===== config.mk =====
export PLATFORM = sky130hd
export DESIGN_NAME = tlb_op_ctrl_flat
export DESIGN_NICKNAME = d
export VERILOG_FILES = /design/src/rtl/tlb_op_ctrl_pkg.sv /design/src/rtl/tlb_op_ctrl_if.sv /design/src/rtl/tlb_op_ctrl_random_gen.sv /design/src/rtl/tlb_op_ctrl.sv /design/src/flat_wrapper.sv
export SDC_FILE = /design/constraint.sdc
export NUM_CORES = 1
export LEC_CHECK = 0
export ABC_AREA = 0
export CORE_AREA = 2 2 217 219
export CTS_CLUSTER_SIZE = 25
export DETAILED_ROUTE_END_ITERATION = 7
export DIE_AREA = 0 0 219 221
export PLACE_DENSITY = 0.44
export SLEW_MARGIN = 20
export SYNTH_ARGS = -nofsm -noshare
export SYNTH_HDL_FRONTEND = slang
export SYNTH_SLANG_ARGS = --single-unit

===== constraint.sdc =====
create_clock -name clk -period 3.3 [get_ports clk]
set_input_delay 0.99 -clock clk [delete_from_list [all_inputs] [get_ports clk]]
set_output_delay 0.99 -clock clk [all_outputs]
set_load 0.03 [all_outputs]

===== src/rtl/tlb_op_ctrl_pkg.sv =====
// Types shared by the TLB instruction controller and its random-index generator.
//   tlb_index_t    : TLB index, wide enough for the largest supported TLB (64 entries)
//   tlb_entry_t    : one TLB entry (VPN2/ASID/G plus even/odd page descriptors)
//   tlb_op_t       : TLB instruction op codes
//   tlb_op_state_t : controller FSM states
package tlb_op_ctrl_pkg;

  localparam int TLB_INDEX_W = 6;

  typedef logic [TLB_INDEX_W-1:0] tlb_index_t;

  typedef struct packed {
    logic [18:0] vpn2;
    logic [7:0]  asid;
    logic        g;
    logic [19:0] pfn0;
    logic [2:0]  c0;
    logic        d0;
    logic        v0;
    logic [19:0] pfn1;
    logic [2:0]  c1;
    logic        d1;
    logic        v1;
  } tlb_entry_t;

  typedef enum logic [1:0] {
    TLB_OP_TLBP  = 2'b00,
    TLB_OP_TLBR  = 2'b01,
    TLB_OP_TLBWI = 2'b10,
    TLB_OP_TLBWR = 2'b11
  } tlb_op_t;

  typedef enum logic [1:0] {
    TLB_ST_IDLE = 2'd0,
    TLB_ST_EXEC = 2'd1,
    TLB_ST_DONE = 2'd2
  } tlb_op_state_t;

  // Both write ops have the upper op-code bit set.
  function automatic logic tlb_op_is_write(tlb_op_t op);
    return op[1];
  endfunction

endpackage


===== src/rtl/tlb_op_ctrl_if.sv =====
// Pipeline-side handshake of the TLB instruction controller.
//   op_valid/op_code/flush : request from the pipeline
//   op_ready/stall         : controller can accept / pipeline hold request
//   done/done_op           : one-cycle completion pulse and its op code
// master = pipeline, slave = controller.
interface tlb_op_ctrl_if;
  import tlb_op_ctrl_pkg::*;

  logic       op_valid;
  logic [1:0] op_code;
  logic       flush;
  logic       op_ready;
  logic       stall;
  logic       done;
  logic [1:0] done_op;

  modport master (
    output op_valid, op_code, flush,
    input  op_ready, stall, done, done_op
  );

  modport slave (
    input  op_valid, op_code, flush,
    output op_ready, stall, done, done_op
  );

endinterface


===== src/rtl/tlb_op_ctrl_random_gen.sv =====
// CP0 Random generator for TLBWR.
// Ports: clk, resetn (async active-low), wired (CP0 Wired), random (IW-bit index).
// Default build: down-counter over [wired, TLB_ENTRIES-1], reloading the top
// value once it reaches (or falls below) wired, or when wired covers the
// whole TLB.
// With TLB_OP_RANDOM_LFSR_EN defined: 8-bit LFSR (x^8+x^6+x^5+x^4+1, seed A5),
// low IW bits used as the candidate, clamped to the top entry below wired.
module tlb_random_gen #(
  parameter int TLB_ENTRIES = 16
) (
  input  logic                           clk,
  input  logic                           resetn,
  input  logic [31:0]                    wired,
  output logic [$clog2(TLB_ENTRIES)-1:0] random
);
  localparam int IW = $clog2(TLB_ENTRIES);
  localparam logic [IW-1:0] TOP = IW'(TLB_ENTRIES - 1);

  logic [IW-1:0] random_q;

`ifdef TLB_OP_RANDOM_LFSR_EN
  logic [7:0]    lfsr_q;
  logic [IW-1:0] cand;

  assign cand = lfsr_q[IW-1:0];

  always_ff @(posedge clk or negedge resetn) begin
    if (!resetn) begin
      lfsr_q   <= 8'hA5;
      random_q <= TOP;
    end else begin
      lfsr_q   <= {lfsr_q[6:0], lfsr_q[7] ^ lfsr_q[5] ^ lfsr_q[4] ^ lfsr_q[3]};
      random_q <= (32'(cand) < wired) ? TOP : cand;
    end
  end
`else
  always_ff @(posedge clk or negedge resetn) begin
    if (!resetn) begin
      random_q <= TOP;
    end else if ((wired >= 32'(TLB_ENTRIES)) || (32'(random_q) <= wired)) begin
      // also covers Wired having been raised above the current value
      random_q <= TOP;
    end else begin
      random_q <= random_q - IW'(1);
    end
  end
`endif

  assign random = random_q;

endmodule


===== src/rtl/tlb_op_ctrl.sv =====
// TLB instruction controller (TLBP / TLBR / TLBWI / TLBWR).
// Ports:
//   clk, resetn         : clock, async active-low reset
//   op_if (slave)       : pipeline handshake (op_valid/op_code/flush in,
//                         op_ready/stall/done/done_op out)
//   cp0_index/wired/entry_hi/wentry : CP0 inputs
//   tlbrw_index/we/wdata, tlbrw_rdata, tlbp_entry_hi, tlbp_index : MMU TLB ports
//   rdata, probe_index  : results captured by TLBR / TLBP
//   random              : CP0 Random, zero-extended
// Optional macro TLB_OP_RANDOM_LFSR_EN selects the LFSR random source.
//
// state | meaning
// IDLE  | ready for a request
// EXEC  | TLB ports driven for one cycle; results captured at its end
// DONE  | completion pulse
module tlb_op_ctrl
  import tlb_op_ctrl_pkg::*;
#(
  parameter int TLB_ENTRIES = 16
) (
  input  logic          clk,
  input  logic          resetn,
  tlb_op_ctrl_if.slave  op_if,
  input  logic [31:0]   cp0_index,
  input  logic [31:0]   cp0_wired,
  input  logic [31:0]   cp0_entry_hi,
  input  tlb_entry_t    cp0_wentry,
  output tlb_index_t    tlbrw_index,
  output logic          tlbrw_we,
  output tlb_entry_t    tlbrw_wdata,
  input  tlb_entry_t    tlbrw_rdata,
  output logic [31:0]   tlbp_entry_hi,
  input  logic [31:0]   tlbp_index,
  output tlb_entry_t    rdata,
  output logic [31:0]   probe_index,
  output logic [31:0]   random
);
  localparam int IW = $clog2(TLB_ENTRIES);

  tlb_op_state_t state_q, state_d;
  tlb_op_t       op_q;
  tlb_op_t       op_in;
  logic [IW-1:0] idx_q;
  logic [31:0]   ehi_q;
  logic [IW-1:0] random_idx;
  logic          accept;
  logic          unused_index_bits;

  assign op_in             = tlb_op_t'(op_if.op_code);
  assign accept            = (state_q == TLB_ST_IDLE) & op_if.op_valid & ~op_if.flush;
  assign unused_index_bits = ^cp0_index[31:IW];

  tlb_random_gen #(.TLB_ENTRIES(TLB_ENTRIES)) u_random_gen (
    .clk    (clk),
    .resetn (resetn),
    .wired  (cp0_wired),
    .random (random_idx)
  );

  assign random      = 32'(random_idx);
  assign tlbrw_wdata = cp0_wentry;

  always_ff @(posedge clk or negedge resetn) begin
    if (!resetn) state_q <= TLB_ST_IDLE;
    else         state_q <= state_d;
  end

  always_comb begin
    state_d = state_q;
    case (state_q)
      TLB_ST_IDLE: if (accept) state_d = TLB_ST_EXEC;
      TLB_ST_EXEC: state_d = op_if.flush ? TLB_ST_IDLE : TLB_ST_DONE;
      TLB_ST_DONE: state_d = TLB_ST_IDLE;
      default:     state_d = TLB_ST_IDLE;
    endcase
  end

  always_comb begin
    op_if.op_ready = 1'b0;
    op_if.stall    = 1'b0;
    op_if.done     = 1'b0;
    op_if.done_op  = 2'b00;
    tlbrw_we       = 1'b0;
    tlbrw_index    = '0;
    tlbp_entry_hi  = '0;
    case (state_q)
      TLB_ST_IDLE: begin
        op_if.op_ready = 1'b1;
        op_if.stall    = op_if.op_valid & ~op_if.flush;
      end
      TLB_ST_EXEC: begin
        op_if.stall = 1'b1;
        // a write still goes out if flush arrives this cycle
        tlbrw_we    = tlb_op_is_write(op_q);
        if (op_q == TLB_OP_TLBP) tlbp_entry_hi = ehi_q;
        else                     tlbrw_index   = tlb_index_t'(idx_q);
      end
      TLB_ST_DONE: begin
        op_if.done    = ~op_if.flush;
        op_if.done_op = op_if.flush ? 2'b00 : op_q;
      end
      default: ;
    endcase
  end

  always_ff @(posedge clk or negedge resetn) begin
    if (!resetn) begin
      op_q        <= TLB_OP_TLBP;
      idx_q       <= '0;
      ehi_q       <= '0;
      rdata       <= '0;
      probe_index <= '0;
    end else begin
      if (accept) begin
        op_q  <= op_in;
        // TLBWR uses the Random value seen in the accept cycle
        idx_q <= (op_in == TLB_OP_TLBWR) ? random_idx : cp0_index[IW-1:0];
        ehi_q <= cp0_entry_hi;
      end
      if ((state_q == TLB_ST_EXEC) && !op_if.flush) begin
        if (op_q == TLB_OP_TLBR) rdata       <= tlbrw_rdata;
        if (op_q == TLB_OP_TLBP) probe_index <= tlbp_index;
      end
    end
  end

endmodule


===== src/flat_wrapper.sv =====
// flat-port wrapper written by rule: the top's interface ports become plain ports
module tlb_op_ctrl_flat import tlb_op_ctrl_pkg::*;
#(
  parameter int TLB_ENTRIES = 16
)
  (clk, resetn, cp0_index, cp0_wired, cp0_entry_hi, cp0_wentry, tlbrw_index, tlbrw_we, tlbrw_wdata, tlbrw_rdata, tlbp_entry_hi, tlbp_index, rdata, probe_index, random, op_if_op_valid, op_if_op_code, op_if_flush, op_if_op_ready, op_if_stall, op_if_done, op_if_done_op);
  tlb_op_ctrl_if op_if_i ();
  input  logic clk;
  input  logic resetn;
  input  logic [31:0] cp0_index;
  input  logic [31:0] cp0_wired;
  input  logic [31:0] cp0_entry_hi;
  input  tlb_entry_t cp0_wentry;
  output tlb_index_t tlbrw_index;
  output logic tlbrw_we;
  output tlb_entry_t tlbrw_wdata;
  input  tlb_entry_t tlbrw_rdata;
  output logic [31:0] tlbp_entry_hi;
  input  logic [31:0] tlbp_index;
  output tlb_entry_t rdata;
  output logic [31:0] probe_index;
  output logic [31:0] random;
  input wire logic [$bits(op_if_i.op_valid)-1:0] op_if_op_valid;
  input wire logic [$bits(op_if_i.op_code)-1:0] op_if_op_code;
  input wire logic [$bits(op_if_i.flush)-1:0] op_if_flush;
  output wire logic [$bits(op_if_i.op_ready)-1:0] op_if_op_ready;
  output wire logic [$bits(op_if_i.stall)-1:0] op_if_stall;
  output wire logic [$bits(op_if_i.done)-1:0] op_if_done;
  output wire logic [$bits(op_if_i.done_op)-1:0] op_if_done_op;
  assign op_if_i.op_valid = op_if_op_valid;
  assign op_if_i.op_code = op_if_op_code;
  assign op_if_i.flush = op_if_flush;
  assign op_if_op_ready = op_if_i.op_ready;
  assign op_if_stall = op_if_i.stall;
  assign op_if_done = op_if_i.done;
  assign op_if_done_op = op_if_i.done_op;
  tlb_op_ctrl #(.TLB_ENTRIES(TLB_ENTRIES)) u_core (.clk(clk), .resetn(resetn), .op_if(op_if_i), .cp0_index(cp0_index), .cp0_wired(cp0_wired), .cp0_entry_hi(cp0_entry_hi), .cp0_wentry(cp0_wentry), .tlbrw_index(tlbrw_index), .tlbrw_we(tlbrw_we), .tlbrw_wdata(tlbrw_wdata), .tlbrw_rdata(tlbrw_rdata), .tlbp_entry_hi(tlbp_entry_hi), .tlbp_index(tlbp_index), .rdata(rdata), .probe_index(probe_index), .random(random));
endmodule

# --- Yosys cells after proc, flatten, opt, wreduce, memory -nomap -nowiden ---
# Cells that the tools add are included.
word_totals:
  wordCells: 51
  out_inout_bits: 264
  reg_bits: 154
op_classes:
  order_cmp: 2
  bitwise_logic: 4
  n_mux: 15
  n_addsub: 1
  n_reduce_logical: 7
  n_eq_ne: 5
ops:
  columns: ["cell", "n"]
  rows:
  - ["2-to-1 mux 32 bit", 2]
  - ["greater-or-equal comparator 32 x 5 -> 1 bit (second input constant)", 1]
  - ["<= comparator 4 x 32 -> 1 bit", 1]
  - ["2-to-1 mux 4 bit", 3]
  - ["2-to-1 mux 2 bit", 4]
  - ["2-to-1 mux 6 bit", 1]
  - ["== test 2 x 1 -> 1 bit (second input constant)", 2]
  - ["== test 2 bit (second input constant)", 2]
  - ["zero test 2 bit", 2]
  - ["case mux 2 bit (2 select lines)", 1]
  - ["AND reduction 2 bit", 2]
  - ["subtractor 4 x 1 -> 4 bit (second input constant)", 1]
  - ["AND 1 bit", 3]
  - ["2-to-1 mux 1 bit", 3]
  - ["!= test 2 x 1 -> 1 bit (second input constant)", 1]
  - ["case mux 1 bit (2 select lines)", 1]
  - ["logical AND 1 bit", 1]
  - ["zero test 1 bit", 1]
  - ["logical OR 1 bit", 1]
  - ["inverter 1 bit", 1]

# --- Logic depth before layout (Yosys ltp) ---
depth:
  depth_word: 5
  mapped_depth: 5
  mapped_depth_nobuf: 5

# --- Cells and area by module ---
# A second synthesis with hierarchy kept.
unflattened:
  hier_cells: 522
  area_unflattened_um2: 7130.6
modules_own_cells:
  columns: ["module", "instances", "area_each_um2", "cells_each", "seq_area_each_um2"]
  rows:
  - ["tlb_op_ctrl", 1, 6789.0, 488, 3753.6]
  - ["tlb_random_gen", 1, 341.6, 34, 105.1]

# --- Least setup slack after synthesis ---
# OpenSTA, ideal clock, no wires.
synth_path:
  kind: "input-to-output"
  start: "in op_if_flush"
  end: "out op_if_done_op[0]"
  setup_slack_ps: 100
  cell_stages: 2
  arrival_time_ps: 2210
  n_path_buf: 0
  path_cell_list: "nor3b_1 > and2_1"
synth_via:
  elab_chain_cells: 2
synth_rtl:
  columns: ["item", "line", "text"]
  rows:
  - ["start: declaration", "flat_wrapper.sv:25", "input wire logic [$bits(op_if_i.flush)-1:0] op_if_flush;"]
  - ["2-to-1 mux 2 bit", "tlb_op_ctrl.sv:100", "op_if.done_op = op_if.flush ? 2'b00 : op_q;"]
  - ["2-to-1 mux 2 bit", "tlb_op_ctrl.sv:86", "case (state_q)"]
  - ["end: declaration", "flat_wrapper.sv:29", "output wire logic [$bits(op_if_i.done_op)-1:0] op_if_done_op;"]
# No other way between the ends.

# --- Worst setup path in the final report ---
layout_path:
  start: "in op_if_flush"
  end: "out op_if_done_op[1]"
# The elaborated chain is that of the path after synthesis.

==> flow_summary.html <==
<table>
<tr><th>Metric</th><th>Value</th></tr>
<tr><th colspan="2">Outcome</th></tr>
<tr><td>Run status</td><td>completed</td></tr>
<tr><th colspan="2">Clock tree</th></tr>
<tr><td>H-tree lvl count</td><td>4</td></tr>
<tr><td>Num CTS Buffers</td><td>17</td></tr>
<tr><td>Root buffer cell</td><td>sky130_fd_sc_hd__clkbuf_16</td></tr>
<tr><td>Insertion delay of the later-clocked pin in the worst-skew pair</td><td>roughly 480 ps</td></tr>
<tr><td>Clock-pin transition on the worst setup and hold timing paths</td><td>70 ps</td></tr>
<tr><td>CTS tree</td><td>built</td></tr>
<tr><td>Maximum root-to-sink buffer count</td><td>2</td></tr>
<tr><td>Total number of clock tree sinks</td><td>154</td></tr>
<tr><th colspan="2">Floorplanning</th></tr>
<tr><td>Initial Util</td><td>between 15 and 20%</td></tr>
<tr><td>Die area</td><td>48400 um^2</td></tr>
<tr><td>Number of rows created at floorplan</td><td>79</td></tr>
<tr><td>Core ar.</td><td>46100 um^2</td></tr>
<tr><td>Die span in x</td><td>219 um</td></tr>
<tr><td>Die boundary height</td><td>221 um</td></tr>
<tr><td>Count of pins on the block boundary</td><td>554</td></tr>
<tr><th colspan="2">Cells and area</th></tr>
<tr><td>Post-route core utilization</td><td>between 20% and 30%</td></tr>
<tr><td>Filler cell count</td><td>4939</td></tr>
<tr><td>Multi-input combinational cell area</td><td>2470 um^2</td></tr>
<tr><td>Post-route standard cell area excluding fillers</td><td>11200 um^2</td></tr>
<tr><td>Register Area</td><td>3860 um^2</td></tr>
<tr><td>Number of standard cells in the layout, taps in and fillers out</td><td>about 1.4k</td></tr>
<tr><td>Leading cell types in the layout, fill and taps excluded</td><td>298 x sky130_fd_sc_hd__clkdlybuf4s50_1, 150 x sky130_fd_sc_hd__dfrtp_1, 123 x sky130_fd_sc_hd__mux2_2</td></tr>
<tr><td>Post-layout net count</td><td>~1.1k</td></tr>
<tr><td>Fraction of layout cells with a size suffix above 1</td><td>26.2%</td></tr>
<tr><td>Area growth, synth to finish</td><td>56.1%</td></tr>
<tr><td>Antenna diode instance count</td><td>0</td></tr>
<tr><td>Most common library cell in the layout ignoring fill and taps</td><td>sky130_fd_sc_hd__clkdlybuf4s50_1</td></tr>
<tr><th colspan="2">Global route</th></tr>
<tr><td>GR Util All Layers</td><td>9.08%</td></tr>
<tr><td>Wire length of the first global-routing pass</td><td>between 30000 and 40000 um</td></tr>
<tr><td>Overflow left after global routing</td><td>0</td></tr>
<tr><td>Maximum number of pins on one net before global-route repair</td><td>57</td></tr>
<tr><td>Number of global-route vias before repair</td><td>roughly 5.0k</td></tr>
<tr><td>Antenna violations before repair</td><td>0</td></tr>
<tr><th colspan="2">Routing</th></tr>
<tr><td>Total via count after detailed routing</td><td>4806</td></tr>
<tr><td>Post-route DRC violation count</td><td>0</td></tr>
<tr><td>Post-DR vias/cell</td><td>3.40</td></tr>
<tr><td>Routed WL per cell</td><td>15.1 um</td></tr>
<tr><td>Initial DRC count</td><td>136</td></tr>
<tr><td>Routed Wire Length</td><td>21400 um</td></tr>
<tr><td>DR pass1 iterations</td><td>4</td></tr>
<tr><td>Remaining antenna violation count after routing</td><td>0</td></tr>
<tr><th colspan="2">Setup path</th></tr>
<tr><td>Required time at the endpoint of the critical path</td><td>2310 ps</td></tr>
<tr><td>Crit path max fanout</td><td>3</td></tr>
<tr><td>Crit start category</td><td>input port</td></tr>
<tr><td>Crit Path Category</td><td>in2out</td></tr>
<tr><td>Arrival time worst endpoint</td><td>2170 ps</td></tr>
<tr><td>Type of element capturing the critical path</td><td>output pin</td></tr>
<tr><th colspan="2">Place</th></tr>
<tr><td>IO buf count</td><td>339</td></tr>
<tr><td>Instance count after placement with tap cells included</td><td>between 1k and 1.5k</td></tr>
<tr><td>Detailed-placement wirelength estimate</td><td>15700 um</td></tr>
<tr><td>Last weighted congestion value of the routability-driven placer</td><td>0.700</td></tr>
<tr><td>Area post-placement</td><td>10600 um^2</td></tr>
<tr><th colspan="2">Timing</th></tr>
<tr><td>Achievable clock frequency</td><td>0.317 GHz</td></tr>
<tr><td>Hold violation count in the final report</td><td>0</td></tr>
<tr><td>Worst max-slew margin expressed relative to the limit</td><td>46.0%</td></tr>
<tr><td>Number of slew-limit violations in the final report</td><td>0</td></tr>
<tr><td>Setup repair after global routing missed its margin</td><td>no</td></tr>
<tr><td>Time the final worst path needs with I/O delays and setup</td><td>between 3000 and 4000 ps</td></tr>
<tr><td>Period Utilization, post-route</td><td>a little over nine tenths</td></tr>
<tr><td>Actual slew at the worst max-slew pin</td><td>798 ps</td></tr>
<tr><td>Skew final</td><td>between 10 and 15 ps</td></tr>
<tr><td>Number of failing setup endpoints in the final timing report</td><td>0</td></tr>
<tr><td>Setup tns final</td><td>0 ps</td></tr>
<tr><th colspan="2">Pwr</th></tr>
<tr><td>PwrDens</td><td>between 700 and 800 nW/um^2</td></tr>
<tr><td>Pleak</td><td>4.75 nW</td></tr>
<tr><td>Total Power Consumption</td><td>8.63 mW</td></tr>
<tr><td>Maximum vdd drop</td><td>a little under 0.0003 V</td></tr>
<tr><th colspan="2">Logic synthesis</th></tr>
<tr><td>Share of flip-flops with an asynchronous set or reset after synthesis</td><td>100%</td></tr>
<tr><td>Count of unique library cells instantiated by Yosys</td><td>34</td></tr>
<tr><td>Count of flip-flops with a built-in enable after synthesis</td><td>0</td></tr>
<tr><td>Number of synthesized register bits</td><td>about 150</td></tr>
<tr><td>Sequential-to-total area share from yosys stat</td><td>54.0%</td></tr>
<tr><td>Avg Synthesized Cell Area</td><td>~14 um^2</td></tr>
<tr><td>Warnings, synthesis</td><td>0</td></tr>
<tr><td>Synthesized instance count</td><td>527</td></tr>
<tr><td>Mapped cell area</td><td>7150 um^2</td></tr>
<tr><td>Ys flop type</td><td>sky130_fd_sc_hd__dfrtp_1</td></tr>
<tr><th colspan="2">Job</th></tr>
<tr><td>Maximum capacitance violations</td><td>0</td></tr>
<tr><th colspan="2">Min path</th></tr>
<tr><td>Worst min-delay path class</td><td>in2async</td></tr>
</table>
-- cells in the mapped netlist, types with 4 or more instances --
cell type | n | share of area (%)
sky130_fd_sc_hd__buf_2 | 13 | 0.91
sky130_fd_sc_hd__o2111ai_1 | 4 | 0.49
sky130_fd_sc_hd__buf_4 | 108 | 11
sky130_fd_sc_hd__mux2_4 | 20 | 4.2
sky130_fd_sc_hd__mux2_2 | 123 | 19
sky130_fd_sc_hd__dfstp_2 | 4 | 1.5
sky130_fd_sc_hd__nor4_1 | 8 | 0.70
sky130_fd_sc_hd__a21oi_1 | 6 | 0.42
sky130_fd_sc_hd__dfrtp_1 | 150 | 53
sky130_fd_sc_hd__and2_1 | 38 | 3.3
sky130_fd_sc_hd__inv_1 | 7 | 0.37
sky130_fd_sc_hd__mux2i_1 | 4 | 0.56
sky130_fd_sc_hd__nor2_1 | 8 | 0.42
sky130_fd_sc_hd__ha_1 | 5 | 0.88
sky130_fd_sc_hd__nand2_1 | 4 | 0.21
-- logic make-up after synthesis --
kind of cell | synth area share (%)
buffers and inverters | 13.3
xor gates and xnor gates | 0.123
AOI/OAI and AO/OA | 1.56
muxes | 24.1
and+or+nand+nor | 5.99
adders and majority gates | 0.876
DFF | 54.0
other | 0.0525
-- path summary, 6_finish.rpt --
kind,from,end,slack (ps),cells after the start
min in group clk,u_core.ehi_q[27],u_core.ehi_q[27],500,1
worst min register to register,u_core.ehi_q[27],u_core.ehi_q[27],500,1
worst max register to register,u_core.state_q[1],u_core.ehi_q[21],1440,3
worst min-delay path,resetn,u_core.probe_index[21],470,1
max in group asynchronous,resetn,u_core.u_random_gen.random[2],2070,2
worst max-delay path,op_if_flush,op_if_done_op[1],140,4
-- cell type report --
| class | count | area share (%) |
|---|---|---|
| multi-input combinational | 268 | 22.1 |
| clock inverter | 14 | 1.53 |
| tap | 607 | 6.81 |
| clock buffer | 18 | 3.94 |
| inverter | 7 | 0.236 |
| timing repair buffer | 347 | 30.8 |
| sequential | 154 | 34.6 |
-- per-layer routing --
layer / part of all wire [%] / vias to the layer above / global-route usage (%) / wire length, um
li1: - / 2197 / - / -
met1: 37 / 2305 / 9.13 / 7870
met2: 50 / 260 / 14.8 / 10600
met3: 10 / 42 / 4.95 / 2140
met4: 3.2 / 2 / 5.25 / 677
met5: 0.18 / - / 0.606 / 39
-- registers in the layout, indices dropped and copies added, names as in the netlist --
| name | cells |
|---|---|
| u_core.idx_q | 4 |
| u_core.state_q | 2 |
| u_core.rdata | 78 |
| u_core.u_random_gen.random | 4 |
| u_core.op_q | 2 |
| u_core.probe_index | 32 |
| u_core.ehi_q | 32 |
-- power breakdown --
| group | internal, mW | switching, mW | leakage [nW] | total, mW |
|---|---|---|---|---|
| Sequential | 2.56 | 0.322 | 1.88 | 2.88 |
| Clock | 1.21 | 0.893 | 0.294 | 2.10 |
| Combinational | 1.75 | 1.89 | 2.58 | 3.64 |
| Total | 5.52 | 3.11 | 4.75 | 8.63 |
-- critical path, cell delays in order --
cell and delay (ps):
sky130_fd_sc_hd__clkdlybuf4s50_1 490, sky130_fd_sc_hd__nor3b_1 350, sky130_fd_sc_hd__and2_1 190, sky130_fd_sc_hd__buf_4 150
-- per-stage QoR --
stage	hold slack, ps	worst slack [ps]
6_report	475	142
5_1_grt	473	1.72
4_1_cts	447	14.7
3_5_place_dp	488	129
3_3_place_gp	482	127
2_1_floorplan	472	100
-- repair_timing --
action / 4_1_cts / 5_1_grt
endpoints found under the setup margin: 34 / 29
setup buffers: 0 / 0
resized for setup: 35 / 42
hold buffers: 0 / 0
Power figures use the tool's default switching activity.
